### config.mk
export PLATFORM = sky130hd
export DESIGN_NAME = gf2m_reduce_seq_flat
export DESIGN_NICKNAME = d
export VERILOG_FILES = /design/src/rtl/gf2m_reduce_seq_pkg.sv /design/src/rtl/gf2m_reduce_seq_if.sv /design/src/rtl/gf2m_reduce_seq_step.sv /design/src/rtl/gf2m_reduce_seq.sv /design/src/flat_wrapper.sv
export SDC_FILE = /design/constraint.sdc
export NUM_CORES = 1
export LEC_CHECK = 0
export CAP_MARGIN = 30
export CORE_ASPECT_RATIO = 0.75
export CORE_MARGIN = 10
export CORE_UTILIZATION = 55
export CTS_BUF_LIST = sky130_fd_sc_hd__clkbuf_8
export CTS_CLUSTER_SIZE = 28
export DETAILED_ROUTE_END_ITERATION = 10
export GPL_TIMING_DRIVEN = 0
export PLACE_DENSITY_LB_ADDON = 0.05
export SYNTH_ARGS = -nofsm -noshare
export SYNTH_HDL_FRONTEND = slang
export SYNTH_HIERARCHICAL = 1
export SYNTH_SLANG_ARGS = --single-unit
### constraint.sdc
create_clock -name clk -period 3.95 [get_ports clk]
set_input_delay 0.395 -clock clk [delete_from_list [all_inputs] [get_ports clk]]
set_output_delay 0.395 -clock clk [all_outputs]
set_load 0.005 [all_outputs]
### src/rtl/gf2m_reduce_seq_pkg.sv
// Shared constants and types for the GF(2^11) reduction stage (x^11 + x^2 + 1).
package gf2m_pkg;

    localparam int M     = 11;
    localparam int N     = 2 * M - 1;
    localparam int IDX_W = $clog2(N);

    localparam logic [M-1:0] POLY      = 11'h005;
    localparam logic [M:0]   POLY_FULL = {1'b1, POLY};

    typedef enum logic [1:0] {
        IDLE   = 2'd0,
        REDUCE = 2'd1,
        DONE   = 2'd2
    } state_t;

    typedef logic [N-1:0]     prod_t;
    typedef logic [M-1:0]     elem_t;
    typedef logic [IDX_W-1:0] idx_t;

endpackage

### src/rtl/gf2m_reduce_seq_if.sv
// Input/output valid-ready bus of the GF(2^11) reduction stage.
interface gf2m_reduce_seq_if;
    import gf2m_pkg::*;

    logic  in_valid;
    logic  in_ready;
    prod_t in_prod;
    logic  out_valid;
    logic  out_ready;
    elem_t out_rem;

    modport master (
        output in_valid, in_prod, out_ready,
        input  in_ready, out_valid, out_rem
    );

    modport slave (
        input  in_valid, in_prod, out_ready,
        output in_ready, out_valid, out_rem
    );

endinterface

### src/rtl/gf2m_reduce_seq_step.sv
// One bit-serial reduction step: cancels bit idx of r with the shifted modulus.
module gf2m_reduce_step
    import gf2m_pkg::*;
(
    input  prod_t r,
    input  idx_t  idx,
    output prod_t r_next
);

    idx_t  shamt;
    prod_t tap;

    always_comb begin
        shamt  = idx - IDX_W'(M);
        tap    = prod_t'(POLY_FULL) << shamt;
        r_next = r;
        // Only indices in the high half carry a tap; lower bits are the result.
        if ((idx >= IDX_W'(M)) && r[idx]) begin
            r_next = r ^ tap;
        end
    end

endmodule

### src/rtl/gf2m_reduce_seq.sv
// Sequential GF(2^11) reduction, one high-order bit per cycle behind valid/ready.
// Optional macro GF2M_RED_SKIP_EN: finish early once the high half of r is clear.
module gf2m_reduce_seq
    import gf2m_pkg::*;
(
    input  logic                clk,
    input  logic                rst_n,
    gf2m_reduce_seq_if.slave    bus,
    output logic                busy
);

    state_t state_q, state_d;
    prod_t  r_q, r_d;
    idx_t   idx_q, idx_d;
    prod_t  r_step;

    gf2m_reduce_step u_step (
        .r      (r_q),
        .idx    (idx_q),
        .r_next (r_step)
    );

    always_ff @(posedge clk or negedge rst_n) begin
        if (!rst_n) begin
            state_q <= IDLE;
            r_q     <= '0;
            idx_q   <= IDX_W'(N - 1);
        end else begin
            state_q <= state_d;
            r_q     <= r_d;
            idx_q   <= idx_d;
        end
    end

    always_comb begin
        state_d = state_q;
        r_d     = r_q;
        idx_d   = idx_q;
        case (state_q)
            IDLE: begin
                if (bus.in_valid) begin
                    r_d     = bus.in_prod;
                    idx_d   = IDX_W'(N - 1);
                    state_d = REDUCE;
                end
            end
            REDUCE: begin
`ifdef GF2M_RED_SKIP_EN
                if (r_q[N-1:M] == '0) begin
                    state_d = DONE;
                end else begin
                    r_d = r_step;
                    if (idx_q == IDX_W'(M)) state_d = DONE;
                    else                    idx_d   = idx_q - 1'b1;
                end
`else
                r_d = r_step;
                if (idx_q == IDX_W'(M)) state_d = DONE;
                else                    idx_d   = idx_q - 1'b1;
`endif
            end
            DONE: begin
                if (bus.out_ready) state_d = IDLE;
            end
            default: state_d = IDLE;
        endcase
    end

    // Result leaves straight from the working register; no extra output flop.
    always_comb begin
        bus.in_ready  = (state_q == IDLE);
        bus.out_valid = (state_q == DONE);
        bus.out_rem   = r_q[M-1:0];
        busy          = (state_q != IDLE);
    end

endmodule

### src/flat_wrapper.sv
// flat-port wrapper written by rule: the top's interface ports become plain ports
module gf2m_reduce_seq_flat import gf2m_pkg::*;
  (clk, rst_n, busy, bus_in_valid, bus_in_prod, bus_out_ready, bus_in_ready, bus_out_valid, bus_out_rem);
  gf2m_reduce_seq_if bus_i ();
  input  logic clk;
  input  logic rst_n;
  output logic busy;
  input wire logic [$bits(bus_i.in_valid)-1:0] bus_in_valid;
  input wire logic [$bits(bus_i.in_prod)-1:0] bus_in_prod;
  input wire logic [$bits(bus_i.out_ready)-1:0] bus_out_ready;
  output wire logic [$bits(bus_i.in_ready)-1:0] bus_in_ready;
  output wire logic [$bits(bus_i.out_valid)-1:0] bus_out_valid;
  output wire logic [$bits(bus_i.out_rem)-1:0] bus_out_rem;
  assign bus_i.in_valid = bus_in_valid;
  assign bus_i.in_prod = bus_in_prod;
  assign bus_i.out_ready = bus_out_ready;
  assign bus_in_ready = bus_i.in_ready;
  assign bus_out_valid = bus_i.out_valid;
  assign bus_out_rem = bus_i.out_rem;
  gf2m_reduce_seq u_core (.clk(clk), .rst_n(rst_n), .bus(bus_i), .busy(busy));
endmodule
# Word level (Yosys, flattened, before mapping)
# Cells that the tools add are included.
# totals
regBits,28
out_inout_bits,14
word_cells,36
# classes
n_addsub,2
magnitude_cmp,2
eq_ne,8
n_shift,1
muxes,12
n_bitwise,1
reduce_logical,7
# ops
cell,count
two-way mux 21 bit,2
case mux 21 bit (2 select lines),1
"<< shifter 12 x 5 -> 21 bit, first input constant",1
XOR 21 bit,1
two-way mux 5 bit,2
case mux 5 bit (2 select lines),1
AND reduction 3 bit,3
"inequality test 2 bit, second input constant",4
"< comparator 5 x 6 -> 1 bit, second input constant",1
two-way mux 2 bit,3
case mux 2 bit (3 select lines),1
binary-select mux 1 bit (select 5 bit),1
"equality test 5 x 4 -> 1 bit, second input constant",1
"greater-or-equal comparator 5 x 4 -> 1 bit, second input constant",1
"subtractor 5 x 1 -> 5 bit, second input constant",1
"subtractor 5 x 4 -> 5 bit, second input constant",1
nonzero test 2 bit,2
"equality test 2 x 1 -> 1 bit, second input constant",1
"equality test 2 bit, second input constant",1
zero test 2 bit,1
"inequality test 2 x 1 -> 1 bit, second input constant",1
logical AND 1 bit,1
two-way mux 1 bit,1

# Depth between registers and ports, before layout
# Gate-level depths: netlist (run 1).
# depth
depth_word,5
depth_mapped,9

# Modules after synthesis
# Netlist (run 1), hierarchy kept.
# modules_own_cells
module,instances,cells_per_inst,area_each_um2,seq_area_each_um2
gf2m_reduce_seq,1,142,1468.9,703.2
gf2m_reduce_step,1,77,561.8,0.0

# Least setup slack after synthesis (run 1)
# OpenSTA, ideal clock, no wires.
# synth_timing
path_kind,register to register
from,register u_core.idx_q[2]
to,register u_core.r_q[10]
setup_ps,76
arrival_time_ps,1922
slack_ps,1952
path_stages_with_launch,9
cell_sequence,dfstp_2 buf_6 and3_1 a31oi_4 a211o_1 a2111oi_4 xor2_1 mux2i_1 o21ai_1
# synth_via
elab_chain_cells,5
word_cells_on_any_way,11
# synth_lines
item,line_no,rtl
start: declaration,gf2m_reduce_seq.sv:14,"idx_t idx_q, idx_d;"
start signal: assignment,gf2m_reduce_seq.sv:27,idx_q <= IDX_W'(N - 1);
start signal: assignment,gf2m_reduce_seq.sv:31,idx_q <= idx_d;
subtractor 5 x 4 -> 5 bit,gf2m_reduce_seq_step.sv:14,shamt = idx - IDX_W'(M);
<< shifter 12 x 5 -> 21 bit,gf2m_reduce_seq_step.sv:15,tap = prod_t'(POLY_FULL) << shamt;
XOR 21 bit,gf2m_reduce_seq_step.sv:19,r_next = r ^ tap;
two-way mux 21 bit,gf2m_reduce_seq_step.sv:18,if ((idx >= IDX_W'(M)) && r[idx]) begin
net u_core.r_step[10],gf2m_reduce_seq.sv:15,prod_t r_step;
case mux 21 bit (2 select lines),gf2m_reduce_seq.sv:39,case (state_q)
end signal: assignment,gf2m_reduce_seq.sv:30,r_q <= r_d;
end: declaration,gf2m_reduce_seq.sv:13,"prod_t r_q, r_d;"
# The timed path passes the listed nets, and every way through them passes these cells. The select of a mux whose other input is x is not followed.
# A chain may end at the register's enable or synchronous reset.

# Final worst setup path (run 1)
# layout_timing
from,register u_core.idx_q[2]
to,register u_core.r_q[5]
# Same word-level chain as after synthesis.

==> results of run 1 <==
-- kinds of logic after synthesis --
kind of cell,share of synthesized area (%)
adder cells (fa/ha/maj),1.23
XOR/XNOR,5.61
buffers and inverters,10.8
flip-flops,34.6
AND/OR/NAND/NOR,17.3
AO/OA/AOI/OAI,18.5
multiplexers,11.8
-- state kept, by name, summed over array words and instances, names as in the netlist --
register and cells:
u_core/state_q 2, u_core/idx_q 5, u_core/r_q 21
-- routing by layer --
| layer | up-vias | GRT usage [%] | wire, um |
|---|---|---|---|
| li1 | 831 | - | - |
| met1 | 748 | 20.1 | 2330 |
| met2 | 47 | 22.7 | 2040 |
| met3 | 2 | 3.70 | 303 |
| met4 | 0 | 1.58 | 13 |
| met5 | - | 0 | 0 |
-- worst paths after layout --
check / start / end / cells past startpoint
hold reg to reg: u_core/r_q[15] / u_core/r_q[15] / 2
setup / recovery: u_core/idx_q[2] / u_core/r_q[5] / 8
setup reg to reg: u_core/idx_q[2] / u_core/r_q[5] / 8
hold / removal: rst_n / u_core/r_q[10] / 1
min in group clk: u_core/r_q[15] / u_core/r_q[15] / 2
max in group asynchronous: rst_n / u_core/idx_q[4] / 2
-- power groups by stage --
stage | Sequential, mW | Combinational (mW) | Clock, mW
floorplan | 0.563 | 0.838 | 0
global placement | 0.604 | 1.11 | 0
detailed placement | 0.611 | 1.13 | 0
CTS | 0.604 | 1.13 | 0.169
global route | 0.631 | 1.24 | 0.175
finish | 0.604 | 1.13 | 0.161
-- area by class of cell --
class	instances	area [sq um]	area share, %
Tap cell	52	65.1	2.55
Inverter	11	41.3	1.62
Sequential cell	28	703	27.6
Buffer	21	179	7.02
Clock inverter	1	3.75	0.147
Clock buffer	3	41.3	1.62
Timing Repair Buffer	39	408	16.0
Multi-Input combinational cell	159	1110	43.4
-- per-stage QoR --
| step | hold slack [ns] | setup slack [ns] |
|---|---|---|
| floorplan | 0.0994 | 1.95 |
| global placement | 0.499 | 1.68 |
| detailed placement | 0.512 | 1.64 |
| CTS | 0.529 | 1.62 |
| global route | 0.532 | 1.47 |
| finish | 0.512 | 1.64 |
-- layout by cell type, fill, tap and decap left out, drive strengths merged, types with 2 or more instances in the layout --
master and instances:
o211ai 2, nor2 14, clkdlybuf4s50 38, nand3 4, and2b 4, nor3 3
inv 12, xnor2 8, o21a 3, xor2 5, nand2b 2, buf 21
o21bai 2, mux2i 24, nor2b 6, a21oi 4, a31oi 3, and2 2
clkbuf 4, a21boi 3, nand2 26, dfrtp 26, o21ai 25, dfstp 2
ha 2
==> results.json, run 1 <==
{
  "outcome": "complete, no violations",
  "gp_routability_congestion": 0.926,
  "dp_cells": 310,
  "nFillCells": 304,
  "dpl_cell_area_sq_um": 2500,
  "clock_tree.buffer_depth": 2,
  "dieWidth_um": 90.2,
  "critPathCaptureType": "flip-flop",
  "grt_pass1_wl_mm": 7.92,
  "grt_overflow_total": 0,
  "cts_hold_repair.buffers": 0,
  "cap_violations": 0,
  "cts_htree_levels": 1,
  "synthCells": 219,
  "fin_nets": 290,
  "finalSetupViolCount": 0,
  "clkSinkCount": 28,
  "crit_top_cell": "o21ai_1",
  "p_int_mw": 1.12,
  "rsz0062_at_grt": "false",
  "synthesis.nets": 246,
  "finalWirelength_mm": 4.69,
  "routed_via_density": 5.18,
  "slowest_delay_ns": 0.60,
  "clk_pin_slew_ns": 0.10,
  "netSwitchingPower_mw": 0.769,
  "postLayoutCoreUtil_pct": 70.5,
  "leakage_nw": 1.17,
  "fmax_mhz": 432,
  "fin_cells": 314,
  "syn2layout_area_growth_pct": 25.5,
  "fin_skew_ns": 0.00852,
  "pwr_density_cell_nw_per_um2": 743,
  "async_flop_share_pct": 100,
  "slew_viol_final": 0,
  "start_util_pct": 56.2,
  "path_cells": "buf_6 > nor2_1 > a32o_1 > o31a_1 > o21ai_1 > xnor2_1 > mux2i_1 > o21ai_1",
  "port_buffers": 38,
  "antenna_cells": 0,
  "cp_top_family": "compound AO/OA/AOI/OAI gates",
  "hpwl_mm": 3.66,
  "crit_fanout": 10,
  "drive_above_1_share_pct": 14.9,
  "grt_max_degree": 17,
  "grt_use_total_pct": 14.4,
  "tightest_slew_ns": 0.664,
  "synth.top_cells.by_area": "dfrtp_1, mux2i_1, o21ai_1",
  "synth-edff-count": 0,
  "yosysTopAreaCell": "dfrtp_1",
  "synthFlopType": "dfrtp_1",
  "period_minus_slack_ns": 2.31,
  "ys_ff_latch": 28,
  "crit_type": "flip-flop to flip-flop",
  "ys.warnings.count": 6,
  "path_buf_inv": 1,
  "final_hold_viol_count": 0,
  "yosysUniqueCellTypes": 52,
  "cpMaxStageDelayCell": "dfstp_2",
  "drc": 0,
  "ctsRootBufferMaster": "clkbuf_8",
  "syn_area_per_cell_sq_um": 9.27,
  "power_mw": 1.89,
  "dr_total_vias": 1628,
  "yosysTopAreaCellShare_pct": 32.0,
  "rows": 19,
  "slew_headroom_pct": 55.6,
  "cts_resized": 0,
  "drt_iter0_drc": 91,
  "combPwrFrac_pct": 59.6,
  "ir_worst_vdd_v": 0.000415,
  "cts_tree": "done",
  "io_pins": 39,
  "antenna_found_initial": 0,
  "dieArea_sq_um": 6550,
  "worstPathArrival_ns": 2.52,
  "die_height_um": 72.6,
  "finalInstanceArea_sq_um": 2550,
  "clockPowerShare_pct": 8.5,
  "numCtsBuffers": 3,
  "tns_ns": 0,
  "ff2ff_setup_slack_ns": 1.64,
  "holdCritPathClass": "input pin to asynchronous set/reset pin",
  "first_pass_iters": 4,
  "yosysSeqAreaShare_pct": 34.6,
  "p_sw_share_pct": 40.6,
  "fin_crit_sh_pct": 58.5,
  "seq_power_share_pct": 31.9,
  "synth_common_cells": "dfrtp_1, nand2_1, mux2i_1, o21ai_1, nor2_1",
  "fp.coreArea_sq_um": 3610,
  "post_cts_buffers": 0,
  "cp.required_ns": 4.16,
  "grt_pass1_vias": 1568,
  "wl_per_cell_um": 14.9,
  "start_kind": "flip-flop",
  "insertion_delay_ns": 0.28,
  "netlist_area_sq_um": 2030,
  "antenna_left": 0
}
No activity file was read; power rests on OpenSTA's default activity.
==> run 2, diff against run 1 <==
Settings changed: CORE_UTILIZATION 55 to 49.
Clock period 3.95 ns to 1.85 ns, I/O delays scaled along.
==> results.json, run 2 (synthesis gave the netlist of run 1 again) <==
{
  "clkSinkCount": 28,
  "antenna_found_initial": 0,
  "antenna_left": 0,
  "slowest_delay_ns": 0.57,
  "dp_cells": 313,
  "slew_headroom_pct": 56.3,
  "hpwl_mm": 3.74,
  "wl_per_cell_um": 15.7,
  "dieArea_sq_um": 7150,
  "layout_commonest_cell": "clkdlybuf4s50_1",
  "die_height_um": 75.8,
  "top_regs": "u_core/r_q x21, u_core/idx_q x5, u_core/state_q x2",
  "finalWirelength_mm": 5.29,
  "insertion_delay_ns": 0.28,
  "fin_nets": 310,
  "path_cells": "buf_6 > and3_4 > a31oi_4 > a211o_4 > a2111oi_4 > xor2_1 > mux2i_1 > o21ai_1",
  "rsz0062_at_grt": "true",
  "outcome": "finished, violations left",
  "setup_slack_ns": -0.256,
  "ir_worst_vdd_v": 0.000797,
  "fin_skew_ns": 0.00270,
  "dr_total_vias": 1753,
  "clk_pin_slew_ns": 0.10,
  "cp_top_family": "compound AO/OA/AOI/OAI gates",
  "numCtsBuffers": 3,
  "worstPathArrival_ns": 2.32,
  "drive_above_1_share_pct": 28.7,
  "ctsRootBufferMaster": "clkbuf_8",
  "port_buffers": 38,
  "cts_tree": "done",
  "dieWidth_um": 94.3,
  "finalSetupViolCount": 17,
  "first_pass_iters": 4,
  "grt_overflow_total": 0,
  "fin_crit_sh_pct": 114,
  "rows": 20,
  "fin_cells": 337,
  "tightest_slew_ns": 0.654,
  "finalInstanceArea_sq_um": 2850,
  "start_util_pct": 50.4,
  "syn2layout_area_growth_pct": 40.4,
  "largest_reg_flops": 21,
  "grt_use_total_pct": 14.7,
  "io_pins": 39,
  "dpl_cell_area_sq_um": 2520,
  "cap_violations": 0,
  "leakage_nw": 1.29,
  "largest-register": "u_core/r_q",
  "failed_checks": "negative setup slack",
  "critPathCaptureType": "flip-flop",
  "fp.coreArea_sq_um": 4030,
  "start_kind": "flip-flop",
  "cts_htree_levels": 1,
  "path_buf_inv": 1,
  "clock_tree.buffer_depth": 2,
  "gp_routability_congestion": 0.859,
  "crit_fanout": 6,
  "pwr_density_cell_nw_per_um2": 1640,
  "fmax_mhz": 475,
  "final_hold_viol_count": 0,
  "antenna_cells": 0,
  "drt_iter0_drc": 94,
  "slew_viol_final": 0,
  "grt_pass1_wl_mm": 8.31,
  "cpMaxStageDelayCell": "dfstp_2",
  "period_minus_slack_ns": 2.11,
  "cp.required_ns": 2.07,
  "holdCritPathClass": "input pin to asynchronous set/reset pin",
  "drc": 0,
  "crit_type": "flip-flop to flip-flop",
  "mostFrequentLayoutCells": "clkdlybuf4s50_1, buf_4, nand2_1",
  "grt_pass1_vias": 1689,
  "routed_via_density": 5.20,
  "grt_max_degree": 18
}
[run 2: per-stage QoR]
stage / setup TNS (ns) / total power [mW] / hold slack [ns] / utilization, % / worst slack (ns)
finish: -2.93 / 4.67 / 0.294 / 70.7 / -0.256
CTS: -2.20 / 4.37 / 0.321 / 67.1 / -0.248
floorplan: -0.430 / 3.01 / -0.111 / - / -0.137
global route: -4.59 / 5.04 / 0.313 / 70.7 / -0.334
detailed placement: -4.03 / 3.74 / 0.506 / 62.5 / -0.397
global placement: -3.58 / 3.68 / 0.499 / 61.8 / -0.380
[run 2: final timing paths]
check                           slack (ns)  depth (start not counted)            start                end
worst max-delay path                 -0.26                          8  u_core/idx_q[2]     u_core/r_q[10]
worst min-delay path                  0.29                          1            rst_n     u_core/r_q[16]
worst max register to register       -0.26                          8  u_core/idx_q[2]     u_core/r_q[10]
worst min register to register        0.53                          2   u_core/r_q[18]     u_core/r_q[18]
max in group asynchronous             0.96                          2            rst_n    u_core/idx_q[4]
min in group clk                      0.51                          3    bus_out_ready  u_core/state_q[1]
[run 2: worst register-to-register path, cell delays in order, from the launching register on]
cell	delay, ns
dfstp_2	0.57
buf_6	0.14
and3_4	0.19
a31oi_4	0.04
a211o_4	0.36
a2111oi_4	0.35
xor2_1	0.19
mux2i_1	0.09
o21ai_1	0.12
[run 2: metal layers]
metal / GRT usage (%) / share of wire [%]
met5: 0 / 0
met4: 2.69 / 0.076
met3: 4.33 / 5.1
met2: 23.3 / 48
met1: 19.4 / 46
[run 2: cell type report]
class	instances	area (sq um)
Multi-Input combinational cell	160	1240
Fill cell	325	1180
Sequential cell	28	706
Timing Repair Buffer	58	558
Buffer	21	183
Tap cell	55	68.8
Clock buffer	4	55.1
Inverter	11	41.3
[run 2: power breakdown]
part | switching, mW | internal (mW) | total [mW] | leakage, nW
Clock | 0.200 | 0.191 | 0.391 | 0.0288
Combinational | 1.37 | 1.63 | 3.00 | 0.931
Sequential | 0.345 | 0.942 | 1.29 | 0.334
[run 2: timing repair]
action                     4_1_cts  5_1_grt
setup buffers                    8       11
cloned                           1        0
pin swaps                       13        7
gates resized for setup         17       13
setup endpoints to repair       19       18
hold buffers                     0        0
